$ cat src/rtl/isqrt_pkg.sv
// Shared types and width helpers for the sequential integer square-root unit.
package isqrt_pkg;

    typedef enum logic [1:0] {IDLE, CALC, DONE} state_t;

    localparam int DEF_WIDTH = 16;

    function automatic int root_w(input int width);
        return width / 2;
    endfunction

    // Partial remainder carries two extra bits so t = {pm, 2 bits} never overflows.
    function automatic int pm_w(input int width);
        return width / 2 + 2;
    endfunction

    function automatic int iter_w(input int width);
        return (width / 2 > 1) ? $clog2(width / 2) : 1;
    endfunction

    localparam int RW  = root_w(DEF_WIDTH);
    localparam int PMW = pm_w(DEF_WIDTH);
    localparam int ITW = iter_w(DEF_WIDTH);

endpackage

$ cat src/rtl/isqrt_step.sv
// One restoring digit step: bring down two radicand bits, trial-subtract {pr,01}.
module isqrt_step
    import isqrt_pkg::*;
#(
    parameter int WIDTH = DEF_WIDTH
) (
    input  logic [pm_w(WIDTH)-1:0]   pm,
    input  logic [root_w(WIDTH)-1:0] pr,
    input  logic [1:0]               bits,
    output logic [pm_w(WIDTH)-1:0]   pm_next,
    output logic [root_w(WIDTH)-1:0] pr_next
);
    localparam int SRW  = root_w(WIDTH);
    localparam int SPMW = pm_w(WIDTH);

    logic [SPMW+1:0] t;
    logic [SPMW+1:0] d;
    logic            ge;

    assign t  = {pm, bits};
    assign d  = {{(SPMW - SRW){1'b0}}, pr, 2'b01};
    assign ge = (t >= d);

    assign pm_next = ge ? SPMW'(t - d) : SPMW'(t);
    assign pr_next = {pr[SRW-2:0], ge};

endmodule

$ cat src/rtl/isqrt_seq.sv
// Sequential isqrt: one root bit per clock; root/rem valid while done pulses.
module isqrt_seq
    import isqrt_pkg::*;
#(
    parameter int WIDTH = DEF_WIDTH
) (
    input  logic                 clk,
    input  logic                 rst,
    input  logic                 start,
    input  logic [WIDTH-1:0]     radicand,
    output logic                 busy,
    output logic                 done,
    output logic [WIDTH/2-1:0]   root,
    output logic [WIDTH/2:0]     rem
);
    localparam int LRW  = root_w(WIDTH);
    localparam int LPMW = pm_w(WIDTH);
    localparam int LITW = iter_w(WIDTH);

    state_t           state;
    logic [WIDTH-1:0] rad;
    logic [LRW-1:0]   pr;
    logic [LPMW-1:0]  pm;
    logic [LITW-1:0]  iter;
    logic [LRW-1:0]   pr_next;
    logic [LPMW-1:0]  pm_next;

    isqrt_step #(.WIDTH(WIDTH)) u_step (
        .pm      (pm),
        .pr      (pr),
        .bits    (rad[WIDTH-1:WIDTH-2]),
        .pm_next (pm_next),
        .pr_next (pr_next)
    );

    always_ff @(posedge clk) begin
        if (rst) begin
            state <= IDLE;
            rad   <= '0;
            pr    <= '0;
            pm    <= '0;
            iter  <= '0;
            busy  <= 1'b0;
            done  <= 1'b0;
            root  <= '0;
            rem   <= '0;
        end else begin
            case (state)
                IDLE: begin
                    if (start) begin
                        rad   <= radicand;
                        pr    <= '0;
                        pm    <= '0;
                        iter  <= LITW'(LRW - 1);
                        root  <= '0;
                        rem   <= '0;
                        busy  <= 1'b1;
                        state <= CALC;
                    end
                end
                CALC: begin
                    rad <= rad << 2;
                    pr  <= pr_next;
                    pm  <= pm_next;
                    if (iter == '0) begin
                        // Publish the final step's result directly so it lines up with done.
                        root  <= pr_next;
                        rem   <= pm_next[LRW:0];
                        done  <= 1'b1;
                        state <= DONE;
                    end else begin
                        iter <= iter - 1'b1;
                    end
                end
                DONE: begin
                    done  <= 1'b0;
                    busy  <= 1'b0;
                    state <= IDLE;
                end
                default: state <= IDLE;
            endcase
        end
    end

endmodule

$ cat config.mk
export PLATFORM = sky130hd
export DESIGN_NAME = isqrt_seq
export DESIGN_NICKNAME = d
export VERILOG_FILES = /design/src/rtl/isqrt_pkg.sv /design/src/rtl/isqrt_step.sv /design/src/rtl/isqrt_seq.sv
export SDC_FILE = /design/constraint.sdc
export NUM_CORES = 1
export LEC_CHECK = 0
export ABC_AREA = 1
export BUFFER_PORTS_ARGS = -buffer_cell sky130_fd_sc_hd__buf_2
export CAP_MARGIN = 10
export CORE_UTILIZATION = 50
export DETAILED_ROUTE_END_ITERATION = 6
export GPL_ROUTABILITY_DRIVEN = 0
export PLACE_DENSITY = 0.71
export SLEW_MARGIN = 20
export SYNTH_ARGS = -nofsm -noshare
export SYNTH_HDL_FRONTEND = slang
export SYNTH_SLANG_ARGS = --single-unit
$ cat constraint.sdc
create_clock -name clk -period 2.2 [get_ports clk]
set_input_delay 0.44 -clock clk [delete_from_list [all_inputs] [get_ports clk]]
set_output_delay 0.44 -clock clk [all_outputs]
set_load 0.05 [all_outputs]
==> results.sh, run 1 <==
export IMPL_status="finished clean"
export IMPL_power_leakage_uw=0.00149
export IMPL_synth_seq_cells=58
export IMPL_synthCells=395
export IMPL_period_share=0.860
export IMPL_post_route_min_period_ps=1890
export IMPL_cts_root_buf="clkbuf_8"
export IMPL_swShare=0.450
export IMPL_postPlaceCellArea_sq_um=3020
export IMPL_worst_ep_required_time_ps=2410
export IMPL_syn_avg_cell_area_sq_um=7.17
export IMPL_cts_buffer_depth=2
export IMPL_power_frac_comb=0.498
export IMPL_path_clk_slew_ps=70
export IMPL_powerDensity_nw_per_um2=1510
export IMPL_vdd_drop_max_mv=0.827
export IMPL_drc=0
export IMPL_vias=2571
export IMPL_drt_initial_drc_count=149
export IMPL_syn_nets=426
export IMPL_worst_skew_pair_late_latency_ps=340
export IMPL_synth_area_top_cells="dfxtp_1, nand2_1, a21oi_1"
export IMPL_cts_tree="done"
export IMPL_io_buffer_count=37
export IMPL_area_growth_pct=14.8
export IMPL_holdBufCountCts=0
export IMPL_maxCapViolations=0
export IMPL_ios=38
export IMPL_critPathLaunch="pr[3]"
export IMPL_p_sw_uw=2200
export IMPL_synth_flop_cell="dfxtp_1"
export IMPL_min_path_type="in2reg"
export IMPL_slew_viol_final=0
export IMPL_cts_repair_resized=0
export IMPL_arrival_ps=2100
export IMPL_core_area_sq_um=5470
export IMPL_dr_pass1_iters=4
export IMPL_antenna_found_initial=0
export IMPL_rsz0062_at_grt="false"
export IMPL_grt_pass1_vias=2463
export IMPL_hold_start="radicand[1]"
export IMPL_hold_viol_final=0
export IMPL_num_antenna_cells=0
export IMPL_worstPathMaxFanout=14
export IMPL_yosys_area_top_type="dfxtp_1"
export IMPL_fin_area_sq_um=3250
export IMPL_slew_headroom=0.576
export IMPL_drive_above_1_share=0.180
export IMPL_worst_clock_skew_ps=11.7
export IMPL_grt_max_degree=35
export IMPL_fin_tns_setup_ps=0
export IMPL_viasPerCell=5.09
export IMPL_seq_area_frac_synth=0.410
export IMPL_fp_dieArea_sq_um=5970
export IMPL_synth_top_area_share=0.410
export IMPL_drt_total_wl_microns=6140
export IMPL_postCtsSetupRepairBufs=0
export IMPL_dp_hpwl_microns=4250
export IMPL_setup_viol=0
export IMPL_synth_distinct_cells=30
export IMPL_avgRoutedWirePerCell_microns=12.2
export IMPL_end_kind="flip-flop"
export IMPL_synthArstFlopShare=0
export IMPL_start_util=0.517
export IMPL_grt_pass1_wl_microns=10700
export IMPL_syn_cell_area_sq_um=2830
export IMPL_clkPwrFrac=0.226
export IMPL_gr_total_overflow=0
export IMPL_placementRows=27
export IMPL_drtAntennaViolNets=0
export IMPL_yosys_warnings=0
export IMPL_die_h_microns=77.3
export IMPL_layout_nets=459
export IMPL_cts_made_buffers=9
export IMPL_grt_usage=0.228
export IMPL_p_int_uw=2700
export IMPL_crit_type="reg2reg"
export IMPL_pwr_share_seq=0.276
export IMPL_synth_edf_count=0
export IMPL_crit_path_start_kind="flip-flop"
export IMPL_fmax_mhz=528
export IMPL_htree_levels=3
export IMPL_tightestPinTransition_ps=635
export IMPL_cts_num_sinks=58
export IMPL_die_x_microns=77.3
export IMPL_rr_startpoint="pr[3]"
## synth_stat cells, types with 2 or more instances
library cell and n:
nand2_1 115, dfxtp_1 58, a21oi_1 41, inv_1 41, nand3_1 19, o21ai_0 17
nor2_1 15, o21ai_1 15, a31oi_1 14, ha_1 12, clkbuf_1 7, nor2_2 6
buf_2 5, inv_2 5, buf_6 3, nand2_2 3, a211oi_2 2, a21oi_2 2
a221oi_1 2, buf_1 2, xnor2_1 2
## area by class of cell
class | count | area [sq um]
fillers | 536 | 2220
multi-input cells | 271 | 1380
flip-flops and latches | 58 | 1160
repair buffers | 41 | 215
inverters | 47 | 178
clock buffers | 10 | 138
clock inverters | 6 | 90.1
well taps | 72 | 90.1
## state kept, by name, summed over array words and instances, names as in the netlist
register / count
iter: 3
pr: 8
rem: 9
rad: 16
root: 8
pm: 10
busy: 1
done: 1
state: 2
## cell families after synthesis
logic type,count (synthesis),synth area share
xor gates and xnor gates,3,0.00928
AOI/OAI and AO/OA,94,0.184
buffers and inverters,66,0.103
adders and majority gates,12,0.0530
DFF,58,0.410
and+or+nand+nor,162,0.240
## power groups by stage
stage               clock, uW  sequential [uW]  combinational [uW]
floorplan                   0             1550                1910
global placement            0             1370                2370
detailed placement          0             1370                2420
CTS                      1120             1350                2440
global route             1180             1370                2800
finish                   1110             1350                2440
## worst max-delay path, cell delays in order (launching register included)
cell and delay, ps:
dfxtp_1 350, inv_1 50, ha_1 350, nand2_1 100, nand2_1 60, nand2_1 60
nand2_1 60, nand2_1 110, nand3_4 180, inv_2 160, nand2_1 100, nand3_1 120
a21oi_1 70
## per-layer routing
metal / global-route usage / up-vias / routed length, microns
met5: 0 / - / 0
met4: 0.115 / 0 / 161
met3: 0.0726 / 16 / 239
met2: 0.356 / 42 / 2750
met1: 0.282 / 1164 / 2990
li1: - / 1349 / -
## path summary, 6_finish.rpt
check,slack (ps),cells past startpoint,end
worst max-delay path,310,12,rem[8]
worst min-delay path,350,3,rad[1]
worst max register to register,310,12,rem[8]
worst min register to register,470,2,rad[0]
## cell usage in the layout, fill, tap and decap left out
cell type	count
a211oi_1	1
a211oi_2	2
a21oi_1	41
a21oi_2	2
a221oi_1	2
a31oi_1	14
and2_1	1
buf_2	37
buf_4	4
bufinv_16	2
clkbuf_8	10
clkinv_2	2
clkinv_4	2
clkinvlp_4	1
dfxtp_1	58
ha_1	12
inv_1	41
inv_2	5
nand2_1	115
nand2_2	3
nand3_1	19
nand3_4	1
nand4_1	1
nor2_1	15
nor2_2	6
nor2_4	1
o21ai_0	17
o21ai_1	15
xnor2_1	2
xor2_1	1
## stage by stage
step / total power, uW / setup WS, ps / utilization / hold slack, ps / std cells
2_1_floorplan: 3450 / 593 / - / 440 / 395
3_3_place_gp: 3740 / 398 / 0.552 / 451 / 489
3_5_place_dp: 3790 / 341 / 0.552 / 458 / 489
4_1_cts: 4910 / 315 / 0.594 / 338 / 505
5_1_grt: 5340 / 85.6 / 0.594 / 347 / 505
6_report: 4900 / 308 / 0.594 / 353 / 505
No activity file was read; power rests on OpenSTA's default activity.
==> run 2, diff against run 1 <==
PLACE_DENSITY = 0.72   (was 0.71)
SYNTH_HIERARCHICAL = 1   (was unset)
clock period = 1.7 ns   (was 2.2 ns; I/O delays follow)
==> run 2 against run 1 <==
The run now ends with negative setup slack left. Utilization up 5.8 points. Synthesized cell count is 34% higher. Combinational power grew to 2.6 times the previous value. Wire length is 34% higher. Clock power is 6% higher. Total power increased by 90%. Critical endpoint is now rem[4]. Highest routed layer unchanged.
==> results.sh, run 2 <==
export IMPL_status="complete, but fails checks"
export IMPL_violations="negative setup slack"
export IMPL_power_frac_comb=0.683
export IMPL_cts_made_buffers=9
export IMPL_regMostFlops="rad"
export IMPL_area_growth_pct=26.6
export IMPL_grt_pass1_wl_microns=13600
export IMPL_drive_above_1_share=0.319
export IMPL_post_layout_nonfiller_instances=681
export IMPL_crit_type="reg2reg"
export IMPL_yosys_area_top_type="dfxtp_1"
export IMPL_cts_root_buf="clkbuf_8"
export IMPL_yosys_warnings=6
export IMPL_power_uw=9290
export IMPL_pwr_share_seq=0.190
export IMPL_viasPerCell=4.99
export IMPL_fmax_mhz=545
export IMPL_syn_nets=562
export IMPL_period_share=1.08
export IMPL_cts_num_sinks=58
export IMPL_worst_clock_skew_ps=11.9
export IMPL_synthMostInstantiatedCell="nand2_1"
export IMPL_power_leakage_uw=0.00216
export IMPL_swShare=0.493
export IMPL_rr_startpoint="pr[1]"
export IMPL_end_kind="flip-flop"
export IMPL_synthCells=531
export IMPL_vdd_drop_max_mv=1.18
export IMPL_slew_viol_final=0
export IMPL_fp_dieArea_sq_um=7290
export IMPL_gr_total_overflow=0
export IMPL_syn_avg_cell_area_sq_um=6.55
export IMPL_grt_usage=0.236
export IMPL_synth_flop_cell="dfxtp_1"
export IMPL_largest_reg_flops=16
export IMPL_setup_viol=21
export IMPL_crit_slowest_cell="dfxtp_2"
export IMPL_worst_skew_pair_late_latency_ps=340
export IMPL_setup_ws_ps=-134
export IMPL_antenna_found_initial=0
export IMPL_min_path_type="in2reg"
export IMPL_path_clk_slew_ps=70
export IMPL_layout_common_cells="nand2_1, nor2_1, inv_1"
export IMPL_place_detailed_instances=658
export IMPL_powerDensity_nw_per_um2=2110
export IMPL_placementRows=30
export IMPL_seq_area_frac_synth=0.334
export IMPL_num_antenna_cells=0
export IMPL_core_area_sq_um=6760
export IMPL_mostFrequentLayoutCell="nand2_1"
export IMPL_critPathLaunch="pr[1]"
export IMPL_crit_family="simple AND/OR/NAND/NOR gates"
export IMPL_cts_buffer_depth=2
export IMPL_worst_ep_required_time_ps=1980
export IMPL_vias=3399
export IMPL_fin_area_sq_um=4400
export IMPL_clkPwrFrac=0.127
export IMPL_cts_tree="done"
export IMPL_ios=38
export IMPL_synth_area_top_cells="dfxtp_1, nand2_1, nor2_1"
export IMPL_grt_pass1_vias=3150
export IMPL_synth_edf_count=0
export IMPL_worstPathMaxFanout=8
export IMPL_whs_ps=252
export IMPL_synth_top_area_share=0.334
export IMPL_path_cells="inv_2, ha_4, a21oi_4, o21ai_4, nand2_4, nand4_4, o21ai_2, inv_1, nor2_2, a21oi_1, nor2_1"
export IMPL_drc=0
export IMPL_slowest_delay_ps=340
export IMPL_dp_hpwl_microns=5600
export IMPL_die_x_microns=85.4
export IMPL_p_sw_uw=4580
export IMPL_slew_headroom=0.738
export IMPL_die_h_microns=85.4
export IMPL_arrival_ps=2110
export IMPL_crit_path_start_kind="flip-flop"
export IMPL_rsz0062_at_grt="true"
export IMPL_synthArstFlopShare=0
export IMPL_htree_levels=3
export IMPL_postPlaceCellArea_sq_um=4030
export IMPL_post_route_min_period_ps=1830
export IMPL_syn_cell_area_sq_um=3480
export IMPL_hold_viol_final=0
export IMPL_reg_top3="rad (16), pm (10), rem (9)"
export IMPL_grt_max_degree=49
export IMPL_synth_seq_cells=58
export IMPL_fin_tns_setup_ps=-1680
export IMPL_avgRoutedWirePerCell_microns=12.1
export IMPL_maxCapViolations=0
export IMPL_hold_start="radicand[0]"
export IMPL_start_util=0.515
export IMPL_drt_initial_drc_count=128
export IMPL_p_int_uw=4710
export IMPL_layout_nets=627
export IMPL_synth_distinct_cells=30
export IMPL_drtAntennaViolNets=0
export IMPL_io_buffer_count=37
export IMPL_tightestPinTransition_ps=393
export IMPL_critical_path_buf_inv_count=2
export IMPL_drt_total_wl_microns=8220
export IMPL_dr_pass1_iters=4
export IMPL_synthTopCellsByCount="nand2_1, nor2_1, inv_1, dfxtp_1, a21oi_1"
-- run 2: changes by cell type after synthesis, sizes merged, moves of 12 or more --
cell   before  now
o21ai      32   20
nand2     118  137
buf        12   28
nor2       22   98
a31oi      14    0
inv        46   86
-- run 2: cell families after synthesis --
family | count (synthesis) | synth area share
XOR/XNOR | 3 | 0.00756
AND/OR/NAND/NOR | 275 | 0.356
buffers and inverters | 118 | 0.156
adder cells (fa/ha/maj) | 12 | 0.0432
flip-flops | 58 | 0.334
AO/OA/AOI/OAI | 65 | 0.103
-- run 2: worst paths after layout --
| kind | endpoint | slack, ps | cells after the start |
|---|---|---|---|
| setup / recovery | rem[4] | -130 | 11 |
| hold / removal | rad[0] | 250 | 3 |
| setup reg to reg | rem[4] | -130 | 11 |
| hold reg to reg | rad[1] | 470 | 2 |
-- run 2: repair_timing --
action / 4_1_cts / 5_1_grt
cloned: 1 / 0
endpoints found under the setup margin: 21 / 21
hold buffers: 0 / 0
resized for setup: 40 / 8
buffers inserted: 4 / 2
pin swaps: 21 / 16
-- run 2: per-layer routing --
layer | vias to the layer above | routed length [microns] | global-route usage
li1 | 1751 | - | -
met1 | 1541 | 3560 | 0.279
met2 | 80 | 4110 | 0.405
met3 | 27 | 313 | 0.0623
met4 | 0 | 242 | 0.0955
met5 | - | 0 | 0
-- run 2: metrics by stage --
stage,worst slack (ps),util
CTS,-83.4,0.646
global route,-254,0.651
detailed placement,-175,0.596
finish,-134,0.651
global placement,-115,0.596
floorplan,1.93,-
-- run 2: worst min-delay path, cell delays in order --
cell,delay (ps)
buf_2,90
nand2_1,50
a21oi_1,50
-- run 2: cell type report --
| type | instances | area, sq um |
|---|---|---|
| Fill cell | 591 | 2350 |
| Multi-Input combinational cell | 356 | 2030 |
| Sequential cell | 58 | 1180 |
| Timing Repair Buffer | 84 | 591 |
| Inverter | 87 | 329 |
| Clock buffer | 10 | 138 |
| Tap cell | 80 | 100 |
| Clock inverter | 6 | 41.3 |
-- run 2: power by group through the flow --
stage / clock network [uW] / logic [uW] / registers (uW)
after floorplan: 0 / 4040 / 2020
after global routing: 1270 / 6970 / 1790
final: 1180 / 6350 / 1760
after CTS: 1200 / 6100 / 1760
after global placement: 0 / 5130 / 1770
after detailed placement: 0 / 5260 / 1780
